$ cat src/rtl/pipe_ctrl.sv
// Hazard/stall control with a small MDU busy tracker.
// Optional stall-cycle counter enabled by PIPE_CTRL_PERF_CNT_EN.
module pipe_ctrl (
  input  logic        clk,
  input  logic        reset,
  input  logic [4:0]  A1_D,
  input  logic [4:0]  A2_D,
  input  logic [1:0]  Tuse_rs_D,
  input  logic [1:0]  Tuse_rt_D,
  input  logic [4:0]  A3_E,
  input  logic [4:0]  A3_M,
  input  logic [1:0]  Tnew_E,
  input  logic [1:0]  Tnew_M,
  input  logic        RegWrite_E,
  input  logic        RegWrite_M,
  input  logic        MD_D,
  input  logic        Start_E,
  input  logic        DivOp_E,
  input  logic        Req,
  output logic        stall,
  output logic        en_PC,
  output logic        en_FD,
  output logic        flush_DE,
  output logic        Busy,
  output logic [3:0]  md_cnt,
  output logic [31:0] stall_cnt
);

  typedef enum logic {
    IDLE = 1'b0,
    BUSY = 1'b1
  } md_state_e;

  md_state_e  state_q, state_d;
  logic [3:0] md_cnt_q, md_cnt_d;

  logic rs_hit_e, rs_hit_m;
  logic rt_hit_e, rt_hit_m;
  logic stall_rs, stall_rt, stall_md;

  always_comb begin
    rs_hit_e = RegWrite_E
             && (A3_E == A1_D)
             && (Tuse_rs_D < Tnew_E);
    rs_hit_m = RegWrite_M
             && (A3_M == A1_D)
             && (Tuse_rs_D < Tnew_M);
    rt_hit_e = RegWrite_E
             && (A3_E == A2_D)
             && (Tuse_rt_D < Tnew_E);
    rt_hit_m = RegWrite_M
             && (A3_M == A2_D)
             && (Tuse_rt_D < Tnew_M);
    // $0 is hardwired, so it never carries a dependency
    stall_rs = (A1_D != 5'd0)
             && (rs_hit_e || rs_hit_m);
    stall_rt = (A2_D != 5'd0)
             && (rt_hit_e || rt_hit_m);
    stall_md = MD_D && (Busy || Start_E);
    stall    = (stall_rs || stall_rt || stall_md)
             && !Req;
    en_PC    = !stall;
    en_FD    = !stall;
    flush_DE = stall;
  end

  always_ff @(posedge clk or negedge reset) begin
    if (!reset) begin
      state_q  <= IDLE;
      md_cnt_q <= 4'd0;
    end else begin
      state_q  <= state_d;
      md_cnt_q <= md_cnt_d;
    end
  end

  always_comb begin
    state_d  = state_q;
    md_cnt_d = md_cnt_q;
    unique case (state_q)
      IDLE: begin
        if (Start_E && !Req) begin
          state_d  = BUSY;
          md_cnt_d = DivOp_E ? 4'd10 : 4'd5;
        end
      end
      BUSY: begin
        // a running count is not affected by Req
        if (md_cnt_q <= 4'd1) begin
          state_d  = IDLE;
          md_cnt_d = 4'd0;
        end else begin
          md_cnt_d = md_cnt_q - 4'd1;
        end
      end
      default: begin
        state_d  = IDLE;
        md_cnt_d = 4'd0;
      end
    endcase
  end

  always_comb begin
    Busy   = (state_q == BUSY);
    md_cnt = md_cnt_q;
  end

`ifdef PIPE_CTRL_PERF_CNT_EN
  logic [31:0] stall_cnt_q, stall_cnt_d;

  always_comb begin
    stall_cnt_d = stall_cnt_q;
    if (stall && (stall_cnt_q != 32'hFFFF_FFFF))
      stall_cnt_d = stall_cnt_q + 32'd1;
  end

  always_ff @(posedge clk or negedge reset) begin
    if (!reset)
      stall_cnt_q <= 32'd0;
    else
      stall_cnt_q <= stall_cnt_d;
  end

  assign stall_cnt = stall_cnt_q;
`else
  assign stall_cnt = 32'd0;
`endif

endmodule

$ cat config.mk
export PLATFORM = sky130hd
export DESIGN_NAME = pipe_ctrl
export DESIGN_NICKNAME = d
export VERILOG_FILES = /design/src/rtl/pipe_ctrl.sv
export SDC_FILE = /design/constraint.sdc
export NUM_CORES = 1
export LEC_CHECK = 0
export ABC_AREA = 1
export CAP_MARGIN = 20
export CORE_UTILIZATION = 38
export CTS_CLUSTER_SIZE = 10
export DETAILED_ROUTE_END_ITERATION = 8
export GPL_ROUTABILITY_DRIVEN = 0
export GPL_TIMING_DRIVEN = 0
export PLACE_DENSITY = 0.84
export SKIP_CTS_REPAIR_TIMING = 1
export SLEW_MARGIN = 15
export SYNTH_ARGS = -nofsm -noshare
export SYNTH_HDL_FRONTEND = slang
export SYNTH_SLANG_ARGS = --single-unit
$ cat constraint.sdc
create_clock -name clk -period 4.5 [get_ports clk]
set_clock_uncertainty 0.15 [all_clocks]
set_input_delay 0.675 -clock clk [delete_from_list [all_inputs] [get_ports clk]]
set_output_delay 0.675 -clock clk [all_outputs]
set_load 0.01 [all_outputs]
# Yosys cells after proc, flatten, opt, wreduce, memory -nomap -nowiden
# Cells that the tools add are included.
dict set report word_totals {
  regBits 5
  input_bits 36
  elab_cells 43
}
dict set report op_classes {
  n_addsub 1
  magnitude_cmp 5
  n_eq_ne 5
  mux 7
  bitwise 1
  reduce_logical 22
}
# cell count
set op_table {}
lappend op_table {{$eq 5x5->1} 4}
lappend op_table {{$logic_and 1x1->1} 13}
lappend op_table {{$mux 4} 3}
lappend op_table {{$reduce_bool 5->1} 2}
lappend op_table {{$lt 2x2->1} 4}
lappend op_table {{$pmux 4 s2} 1}
lappend op_table {{$logic_or 1x1->1} 5}
lappend op_table {{$le 4x1->1 const B} 1}
lappend op_table {{$sub 4x1->4 const B} 1}
lappend op_table {{$logic_not 1->1} 2}
lappend op_table {{$mux 1} 2}
lappend op_table {{$ne 2x2->1 const B} 1}
lappend op_table {{$pmux 1 s2} 1}
lappend op_table {{$not 1->1} 1}

# Depth between registers and ports, before layout
# Gate-level depths: netlist of the first run.
dict set report logic_depth {
  depth_word 9
  ltp_mapped 14
  mapped_depth_nobuf 13
}

# Worst setup path before layout of the first run
# No wires, ideal clock.
dict set report synth_path {
  path_type {input to output}
  start {in Tnew_M[1]}
  end {out stall}
  t_arrival_ns 1.707
  required_time_ns 3.675
  path_slack_ns 1.968
  path_stages 11
  n_path_buf 1
  cell_sequence {inv_1 -> ha_1 -> a21boi_0 -> nor2_1 -> nand3_1 -> nand2_1 -> nand2_1 -> nand3_2 -> nand2_2 -> inv_2 -> buf_4}
}
dict set report synth_via {
  elab_chain_len 7
  word_cells_on_any_way 11
  classes_between {order compare (2); reduce/logical (9)}
}
# item line
set synth_rtl {}
lappend synth_rtl {{from (decl)} 13} ;# input logic [1:0] Tnew_M,
lappend synth_rtl {{$lt 2x2->1 (on tied branches)} {47, 53}}
lappend synth_rtl {{$logic_and 1x1->1 (on tied branches)} {47, 53}}
lappend synth_rtl {{$logic_or 1x1->1 (on tied branches)} {56, 58}}
lappend synth_rtl {{$logic_and 1x1->1 (on tied branches)} {56, 58}}
lappend synth_rtl {{$logic_or 1x1->1 (*) (2 in series)} 60} ;# stall = (stall_rs || stall_rt || stall_md)
lappend synth_rtl {{$logic_and 1x1->1 (*)} 61} ;# && !Req;
lappend synth_rtl {{to (decl)} 20} ;# output logic stall,
# Mark *: on every way between the ends. The rest lies on a longest branch, timed or not.

# Worst setup path in the final report of the first run
dict set report layout_path {
  start {in Tnew_E[1]}
  end {out stall}
}
dict set report layout_via {
  elab_chain_len 7
  word_cells_on_any_way 11
  classes_between {order compare (2); reduce/logical (9)}
}
# item line
set layout_rtl {}
lappend layout_rtl {{from (decl)} 12} ;# input logic [1:0] Tnew_E,
lappend layout_rtl {{$lt 2x2->1 (on tied branches)} {44, 50}}
lappend layout_rtl {{$logic_and 1x1->1 (on tied branches)} {44, 50}}
lappend layout_rtl {{$logic_or 1x1->1 (on tied branches)} {56, 58}}
lappend layout_rtl {{$logic_and 1x1->1 (on tied branches)} {56, 58}}
lappend layout_rtl {{$logic_or 1x1->1 (*) (2 in series)} 60}
lappend layout_rtl {{$logic_and 1x1->1 (*)} 61}
# Marks and branches as above.

==> metrics.md, run 1 <==
| Metric | Value |
|---|---|
| Period utilisation layout | 78.0% |
| WP data required | 3.67 ns |
| Overall Global Routing Usage | 15.9% |
| Status | complete, no violations |
| Register area share after synthesis | 11.6% |
| Clk sink count | 5 |
| Startpoint types | input port |
| RSZ-0062 raised after global routing | no |
| Wire length per cell | 8.29 um |
| Post-Place Cells | 284 |
| CTS tree | yes |
| FP Rows | 18 |
| Worst r2r path cells | 6 |
| Initial DRC count | 15 |
| Yosys Warn Count | 0 |
| Worst hold path class | reg2reg |
| Setup crit end kind | primary output |
| Largest net degree at the start of global routing | 8 |
| Skew-Pair Late Insertion Delay | 0.25 ns |
| Residual DRC count | 0 |
| Post-synth EDFFs | 0 |
| Crit. path cell count | 13 |
| Most common cell in the netlist | nand2_1 |
| DRT Wirelength | 2390 um |
| Power Density | 274 nW/um^2 |
| F_max | 0.285 GHz |
| Hold Path Cell Cnt | 2 |
| Critical path class | in2out |
| Sw Pwr | 0.196 mW |
| DRT Pass-1 Iters | 4 |
| CP cell instances | clkdlybuf4s50_1 -> inv_1 -> ha_1 -> a21boi_0 -> nor2_1 -> nand3_1 -> nand2_1 -> nand2_1 -> nand3_2 -> nand2_2 -> inv_2 -> buf_4 -> clkdlybuf4s50_1 |
| Post-route insts no fill | 288 |
| Post-Syn Instances | 179 |
| Initial core utilization | 41.9% |
| Vias per cell | 4.09 |
| # diodes | 0 |
| H-tree Lvls | 1 |
| CP Data Arrival Time | 2.69 ns |
| PortBufs | 44 |
| Num CTS Buffers | 3 |
| Clock-pin slew on the worst setup and hold paths | 0.05 ns |
| Layout cells sized above 1 | 20.5% |
| Nets | 301 |
| Initial antenna violation count | 0 |
| DIE AREA | 3050 sq um |
| Total core area | 2570 sq um |
| Synth area leaders | buf_4 24%, nand2_1 15%, dfrtp_1 12% |
| CTS max path bufs | 2 |
| CTS Root Buffer Type | clkbuf_4 |
| Clock network fraction of total power | 11.7% |
| Final Hold Fails | 0 |
| Area grow syn2layout | 57.7% |
| Synth top cells by count | 43 x nand2_1, 34 x buf_4, 22 x nor2_1, 21 x inv_1, 9 x nand3_1 |
| #FFs+latches synth | 5 |
| Global-route wire length before repair | 4040 um |
| Max Cap Viol | 0 |
| Grt ovf | 0 |
| Main synth FF type | dfrtp_1 |
| Max FO, Critical Path | 3 |
| Combinational group share of total power | 66.2% |
| Leak | 0.969 nW |
| Die width | 55.2 um |
| Post-synth top area cell | buf_4 |
| WHS | 0.462 ns |
| Flop pwr share | 22.1% |
| Die Ht | 55.2 um |
| Final setup fails | 0 |
| Distinct cells, synth | 26 |
| Setup_tns | 0 ns |
| FFs w/ async S/R, synth | 100% |
| Io pins | 77 |
| Post-route antenna net violation count | 0 |
| Vias in the first global route | 991 |
| Mapped Area | 1080 sq um |
| Worst setup margin | 0.988 ns |
| Final Max Slew Viols | 0 |
| Internal power | 0.269 mW |
| Switching Fraction | 42.2% |
| Place WS | 0.981 ns |
| Tmin final | 3.51 ns |
| Delay-heaviest family, CP | buffers and inverters |
| Yosys top cell area share | 23.7% |
| Critical path's slowest cell | clkdlybuf4s50_1 |
| Maximum vdd drop | 376 uV |
| Vias | 1,178 |
| DPL Wire Length | 2200 um |
| Worst path max stage delay | 0.51 ns |
| Syn avg cell area | 6.01 sq um |
| CP Buf/Inv Count | 5 |
[power groups by stage]
stage / Clock [mW] / Sequential [mW] / Combinational, mW
finish: 0.0544 / 0.103 / 0.308
global route: 0.0625 / 0.108 / 0.342
CTS: 0.0562 / 0.103 / 0.309
detailed placement: 0 / 0.104 / 0.308
global placement: 0 / 0.103 / 0.303
floorplan: 0 / 0.109 / 0.182
[worst paths after layout]
path	startpoint	endpoint	slack [ns]
setup / recovery	Tnew_E[1]	stall	0.99
hold / removal	md_cnt[3]$_DFFE_PN0P_	md_cnt[3]$_DFFE_PN0P_	0.46
setup reg to reg	md_cnt[0]$_DFFE_PN0P_	md_cnt[1]$_DFFE_PN0P_	2.90
hold reg to reg	md_cnt[3]$_DFFE_PN0P_	md_cnt[3]$_DFFE_PN0P_	0.46
max in group asynchronous	reset	Busy$_DFF_PN0_	3.53
min in group asynchronous	reset	md_cnt[1]$_DFFE_PN0P_	0.49
[per-stage QoR]
| step | instance area [sq um] | utilization, % | total power, mW |
|---|---|---|---|
| after floorplan | 1190 | - | 0.291 |
| after global placement | 1670 | 65.1 | 0.406 |
| after detailed placement | 1670 | 65.1 | 0.411 |
| after CTS | 1700 | 66.1 | 0.468 |
| after global routing | 1700 | 66.1 | 0.512 |
| final | 1700 | 66.1 | 0.465 |
[logic make-up (layout without fill, tap and decap cells)]
| group | count (synthesis) | count (layout) | synth area share (%) |
|---|---|---|---|
| XOR/XNOR | 6 | 6 | 4.88 |
| other | 1 | 32 | 0.349 |
| AO/OA/AOI/OAI | 17 | 17 | 10.8 |
| adder cells (fa/ha/maj) | 6 | 6 | 6.98 |
| AND/OR/NAND/NOR | 81 | 81 | 31.5 |
| buffers and inverters | 63 | 111 | 33.8 |
| flip-flops | 5 | 5 | 11.6 |
[metal layers]
metal / track usage [%] / share of wire (%) / vias up
met3: 3.28 / 6.7 / 5
met2: 27.9 / 48 / 45
met5: 0 / 0 / -
met4: 5.00 / 1.5 / 0
met1: 19.4 / 44 / 483
li1: - / - / 645
[worst min-delay path, cell delays in order, from the launching register on]
cell,delay (ns)
dfrtp_1,0.41
nor2_1,0.07
a21oi_1,0.10
[cell type report]
cell class	count	area [sq um]
Buffer	34	255
Clock buffer	4	26.3
Fill cell	241	871
Inverter	29	109
Multi-Input combinational cell	142	703
Sequential cell	5	125
Tap cell	30	37.5
Timing Repair Buffer	44	440
[state kept, by name (all words and copies together), names as in the netlist]
register / cells
Busy: 1
md_cnt: 4
[placed cells by master (no fill, tap or decap), drive strengths merged]
master and n:
xnor2 1, dfrtp 5, ha 6, inv 29, nand2 45, a22oi 1
or2 1, o22ai 1, nor4 1, buf 34, a21boi 3, nand3 10
conb 32, xor2 5, nor3 2, nor2 22, a21oi 3, clkdlybuf4s50 44
clkbuf 4, a2bb2oi 1, o21ai 8
(Power assumes the default switching activity.)
==> inputs of run 2 (changes only) <==
--- a/config.mk
+++ b/config.mk
@@ -7,12 +7,12 @@
 export LEC_CHECK = 0
 export ABC_AREA = 1
 export CAP_MARGIN = 20
-export CORE_UTILIZATION = 38
+export CORE_UTILIZATION = 35
 export CTS_CLUSTER_SIZE = 10
 export DETAILED_ROUTE_END_ITERATION = 8
 export GPL_ROUTABILITY_DRIVEN = 0
 export GPL_TIMING_DRIVEN = 0
-export PLACE_DENSITY = 0.84
+export PLACE_DENSITY = 0.78
 export SKIP_CTS_REPAIR_TIMING = 1
 export SLEW_MARGIN = 15
 export SYNTH_ARGS = -nofsm -noshare
==> constraint.sdc (replaced) <==
create_clock -name clk -period 3.57 [get_ports clk]
set_clock_uncertainty 0.15 [all_clocks]
set_input_delay 0.5355 -clock clk [delete_from_list [all_inputs] [get_ports clk]]
set_output_delay 0.5355 -clock clk [all_outputs]
set_load 0.01 [all_outputs]
==> run 2 against run 1 <==
Net effect:
- the flow now finishes with violations (DRC)
- routed wire length fell by 1.3%
- combinational power grew 27%
- sequential power grew 24%
- sequential share of layout area hardly changed
- critical path depth unchanged
- largest power group unchanged
- highest routed layer unchanged
==> metrics.md, run 2 (synthesis results as in run 1) <==
| Metric | Value |
|---|---|
| CP Data Arrival Time | 2.55 ns (-0.14 ns) |
| Final Hold Fails | 0 (unchanged) |
| Overall Global Routing Usage | 14.3% (-1.6 points) |
| DR WL met3 | 121 um (-24%) |
| Power Density | 345 nW/um^2 (+26%) |
| DP Area | 1670 sq um (about the same) |
| WP data required | 2.88 ns (-0.79 ns) |
| Die Ht | 57.4 um (+4.0%) |
| Area grow syn2layout | 57.8% (about the same) |
| Max Cap Viol | 0 (unchanged) |
| Status | finished, violations left |
| Startpoint types | input port |
| H-tree Lvls | 1 (unchanged) |
| Die width | 57.4 um (+4.0%) |
| Final Max Slew Viols | 0 (unchanged) |
| Final instance area | 1700 sq um (about the same) |
| Largest net degree at the start of global routing | 8 (unchanged) |
| Max FFs per register | 4 (unchanged) |
| Failing checks | DRC |
| Worst hold path class | in2async |
| DPL Wire Length | 2130 um (-3.0%) |
| Max FO, Critical Path | 3 (unchanged) |
| Num CTS Buffers | 3 (unchanged) |
| CTS tree | yes |
| Leak | 0.969 nW (unchanged) |
| PortBufs | 44 (unchanged) |
| FP Rows | 19 (+1) |
| Tmin final | 3.24 ns |
| Worst r2r path cells | 6 (unchanged) |
| Layout cells sized above 1 | 20.5% (unchanged) |
| Total core area | 2830 sq um (+10%) |
| DIE AREA | 3300 sq um (+8.2%) |
| Global-route wire length before repair | 3790 um (-6.3%) |
| Grt ovf | 0 (unchanged) |
| M1 wire length | 1010 um (-4.3%) |
| Setup crit end kind | primary output |
| Nets | 301 (unchanged) |
| Setup_tns | 0 ns (unchanged) |
| Post-Place Cells | 285 (+0.35%) |
| Critical path class | in2out |
| Io pins | 77 (unchanged) |
| Wire length per cell | 8.16 um (-1.6%) |
| Post-route antenna net violation count | 0 (unchanged) |
| Most common cell after layout, fill and taps aside | clkdlybuf4s50_1 |
| R2r endpoint | md_cnt[1]$_DFFE_PN0P_ |
| DRT Wirelength | 2360 um (-1.3%) |
| Initial antenna violation count | 0 (unchanged) |
| Residual DRC count | 6 (+6) |
| Final setup fails | 0 (unchanged) |
| Final Util | 60.0% (-6.1 points) |
| Vias in the first global route | 976 (-1.5%) |
| DRT Pass-1 Iters | 6 (+2) |
| Most frequent cells in the layout | 44 x clkdlybuf4s50_1, 43 x nand2_1, 34 x buf_4, 32 x conb_1, 22 x nor2_1 |
| RSZ-0062 raised after global routing | no |
| RR Startpoint | md_cnt[0]$_DFFE_PN0P_ |
| Crit path from | Tnew_E[1] |
| Worst Setup EP | stall |
| Initial core utilization | 38.0% (-3.9 points) |
| F_max | 0.309 GHz |
| Initial DRC count | 36 (+21) |
| # diodes | 0 (unchanged) |
| CTS Root Buffer Type | clkbuf_4 |
| CTS max path bufs | 2 (unchanged) |
| Period utilisation layout | 90.7% |
| Clock-pin slew on the worst setup and hold paths | 0.05 ns (about the same) |
| Flop-to-flop setup slack | 1.97 ns (-0.93 ns) |
| Maximum vdd drop | 207 uV (-45%) |
| WL met2 | 1210 um (+6.5%) |
| Clk sink count | 5 (unchanged) |
| Post-route insts no fill | 289 (+0.35%) |
| WHS | 0.352 ns (-0.109 ns) |
| Skew-Pair Late Insertion Delay | 0.25 ns (about the same) |
| Vias per cell | 3.98 (-2.6%) |
| Top Layer Used | met4 |
| Vias | 1,151 (-2.3%) |
## run 2: cell counts in the layout (fill, tap and decap cells not counted)
No cell type changed its count.
## run 2: worst max-delay path, cell delays in order
cell	delay, ns
clkdlybuf4s50_1	0.45
inv_1	0.05
ha_1	0.27
a21boi_0	0.12
nor2_1	0.12
nand3_1	0.09
nand2_1	0.06
nand2_1	0.05
nand3_2	0.06
nand2_2	0.07
inv_2	0.06
buf_4	0.09
clkdlybuf4s50_1	0.52
## run 2: layout make-up
class	count	area, sq um
fillers	273	1130
repair buffers	44	440
clock buffers	4	26.3
inverters	29	109
well taps	31	38.8
multi-input cells	142	703
flip-flops and latches	5	125
plain buffers	34	255
## run 2: metrics by stage
stage,setup WS (ns),power [mW]
finish,0.330,0.586
global route,0.196,0.637
CTS,0.317,0.587
detailed placement,0.325,0.513
global placement,0.334,0.507
floorplan,1.32,0.367
## run 2: power breakdown
group | total (mW) | leakage, nW | internal [mW] | switching (mW)
sequential | 0.128 | 0.0576 | 0.0875 | 0.0408
combinational | 0.390 | 0.896 | 0.209 | 0.181
clock | 0.0674 | 0.0150 | 0.0424 | 0.0251
total | 0.586 | 0.969 | 0.339 | 0.247
## run 2: worst min path at each step
stage / start / depth (start not counted) / end
final: reset / 1 / md_cnt[1]$_DFFE_PN0P_
after global routing: reset / 1 / md_cnt[1]$_DFFE_PN0P_
after CTS: reset / 1 / Busy$_DFF_PN0_
after detailed placement: md_cnt[3]$_DFFE_PN0P_ / 2 / md_cnt[3]$_DFFE_PN0P_
after global placement: md_cnt[3]$_DFFE_PN0P_ / 2 / md_cnt[3]$_DFFE_PN0P_
after floorplan: reset / 0 / Busy$_DFF_PN0_
## run 2: metal layers
metal | track usage (%) | vias up
met1 | 17.7 | 467
met5 | 0 | -
li1 | - | 645
met3 | 1.59 | 2
met4 | 4.18 | 0
met2 | 25.9 | 37
==> inputs of run 3 (changes only) <==
--- a/config.mk
+++ b/config.mk
@@ -7,6 +7,7 @@
 export LEC_CHECK = 0
 export ABC_AREA = 1
 export CAP_MARGIN = 20
+export CORE_ASPECT_RATIO = 1.25
 export CORE_UTILIZATION = 35
 export CTS_CLUSTER_SIZE = 10
 export DETAILED_ROUTE_END_ITERATION = 8
==> run 3 against run 2 <==
Net effect:
- via count is 1.6% higher
- combinational power hardly changed
- worst hold slack worse by 0.0012 ns
- global-route usage is 0.49 points higher
- sequential power hardly changed
- the flow now finishes without violations
- register-to-register slack hardly changed
- first-iteration DRC count is 44% lower
- sequential cell count stayed put
- die area hardly changed
- core utilization is 1.6 points lower
- largest cell class unchanged
- critical path depth is 1 lower
- routed wire length is 2.7% higher
==> metrics.md, run 3 (synthesis results as in run 1) <==
| Metric | Value |
|---|---|
| Status | complete, no violations |
| Max FFs per register | 4 (unchanged) |
| # diodes | 0 (unchanged) |
| Layout cells sized above 1 | 20.5% (unchanged) |
| Sw Pwr | 0.250 mW (+1.2%) |
| Internal power | 0.339 mW (about the same) |
| Combinational group share of total power | 66.2% (-0.4 points) |
| DPL Wire Length | 2240 um (+5.2%) |
| H-tree Lvls | 1 (unchanged) |
| CTS Root Buffer Type | clkbuf_4 |
| Critical path class | in2out |
| Final setup fails | 0 (unchanged) |
| Clk sink count | 5 (unchanged) |
| Final Hold Fails | 0 (unchanged) |
| Flop pwr share | 22.2% (+0.3 points) |
| Leak | 0.969 nW (unchanged) |
| Largest net degree at the start of global routing | 8 (unchanged) |
| Final Max Slew Viols | 0 (unchanged) |
| DP Area | 1680 sq um (+0.37%) |
| Max Cap Viol | 0 (unchanged) |
| Clock network fraction of total power | 11.6% (about the same) |
| Total core area | 2920 sq um (+3.1%) |
| Post-route antenna net violation count | 0 (unchanged) |
| Critical path's slowest cell | clkdlybuf4s50_1 |
| Residual DRC count | 0 (-6) |
| Final instance area | 1700 sq um (+0.37%) |
| Switching Fraction | 42.5% (+0.29 points) |
| Worst hold path class | in2async |
| Global-route wire length before repair | 3840 um (+1.5%) |
| Vias in the first global route | 976 (unchanged) |
| PortBufs | 44 (unchanged) |
| Tmin final | 3.23 ns (-0.0132 ns) |
| DIE AREA | 3300 sq um (about the same) |
| CTS tree | yes |
| Most common cell after layout, fill and taps aside | clkdlybuf4s50_1 |
| DRT Pass-1 Iters | 4 (-2) |
| WP data required | 2.88 ns (about the same) |
| FP Rows | 22 (+3) |
| Initial antenna violation count | 0 (unchanged) |
| Grt ovf | 0 (unchanged) |
| CP cell instances | clkdlybuf4s50_1 -> inv_1 -> ha_1 -> a21boi_0 -> nor2_1 -> nand3_1 -> nand2_1 -> nand2_1 -> nand3_2 -> nand2_2 -> buf_4 -> clkdlybuf4s50_1 |
| Clock-pin slew on the worst setup and hold paths | 0.05 ns (about the same) |
| Overall Global Routing Usage | 14.8% (+0.49 points) |
| Max FO, Critical Path | 3 (unchanged) |
| Most frequent cells in the layout | 44 x clkdlybuf4s50_1, 43 x nand2_1, 34 x buf_4, 32 x conb_1, 22 x nor2_1 |
| Period utilisation layout | 90.4% (-0.37 points) |
| Skew-Pair Late Insertion Delay | 0.25 ns (about the same) |
| Fillers | 297 (+8.8%) |
| Initial core utilization | 36.9% (-1.2 points) |
| Nets | 301 (unchanged) |
| Vias per cell | 3.98 (-0.16%) |
| RSZ-0062 raised after global routing | no |
| Place WS | 0.327 ns (+0.00201 ns) |
| Final Util | 58.4% (-1.6 points) |
| Initial DRC count | 20 (-44%) |
| Startpoint types | input port |
| Maximum vdd drop | 283 uV (+37%) |
| Worst path max stage delay | 0.52 ns (about the same) |
| Power Density | 346 nW/um^2 (+0.13%) |
| Setup_tns | 0 ns (unchanged) |
| Vias | 1,169 (+1.6%) |
| F_max | 0.310 GHz (+0.41%) |
| Wire length per cell | 8.23 um (+0.97%) |
| Die width | 51.6 um (-10%) |
| Num CTS Buffers | 3 (unchanged) |
| DRT Wirelength | 2420 um (+2.7%) |
| Setup crit end kind | primary output |
| CP Data Arrival Time | 2.54 ns (about the same) |
| Die Ht | 64.0 um (+11%) |
| Worst setup margin | 0.343 ns (+0.0132 ns) |
| CTS max path bufs | 2 (unchanged) |
| Area grow syn2layout | 58.4% |
| Io pins | 77 (unchanged) |
==> run 3: cell counts in the layout (fill, tap and decap cells not counted) <==
Identical to the previous run, type by type.
==> run 3: cell type report <==
class,instances,area [sq um],area share [%]
Inverter,29,109,6.39
Timing Repair Buffer,44,440,25.8
Tap cell,36,45.0,2.64
Sequential cell,5,125,7.34
Multi-Input combinational cell,142,703,41.3
Clock buffer,4,26.3,1.54
Buffer,34,255,15.0
==> run 3: path summary, 6_finish.rpt <==
path / start / end / slack [ns] / cells after the start
worst max-delay path: Tnew_M[1] / en_PC / 0.34 / 12
worst min-delay path: reset / Busy$_DFF_PN0_ / 0.35 / 1
worst max register to register: md_cnt[0]$_DFFE_PN0P_ / md_cnt[1]$_DFFE_PN0P_ / 1.96 / 6
worst min register to register: md_cnt[3]$_DFFE_PN0P_ / md_cnt[3]$_DFFE_PN0P_ / 0.46 / 2
max in group asynchronous: reset / md_cnt[2]$_DFFE_PN0P_ / 2.73 / 1
min in group clk: md_cnt[3]$_DFFE_PN0P_ / md_cnt[3]$_DFFE_PN0P_ / 0.46 / 2
==> run 3: critical path: cells and delay by family <==
family | cells | cell delay [ns]
buffers and inverters | 4 | 1.12
AND/OR/NAND/NOR | 6 | 0.43
adder cells (fa/ha/maj) | 1 | 0.26
AO/OA/AOI/OAI | 1 | 0.19
==> run 3: per-layer routing <==
metal  part of all wire (%)  vias to the layer above  GRT usage [%]
met1                     39                      468           15.8
met3                    7.9                        5           2.14
met2                     52                       55           28.9
li1                       -                      641              -
met4                    1.4                        0           4.05
met5                      0                        -              0
==> run 3: per-stage QoR <==
| step | power [mW] | hold WS [ns] | cells |
|---|---|---|---|
| after floorplan | 0.367 | 0.0899 | 210 |
| after global placement | 0.510 | 0.453 | 290 |
| after detailed placement | 0.523 | 0.459 | 290 |
| after CTS | 0.593 | 0.361 | 294 |
| after global routing | 0.642 | 0.382 | 294 |
| final | 0.589 | 0.351 | 294 |
==> run 3: power by group through the flow <==
stage          registers [mW]  clock network, mW  logic (mW)
3_5_place_dp            0.131                  0       0.392
4_1_cts                 0.130             0.0693       0.393
2_1_floorplan           0.137                  0       0.229
3_3_place_gp            0.131                  0       0.380
6_report                0.131             0.0683       0.390
5_1_grt                 0.135             0.0718       0.435
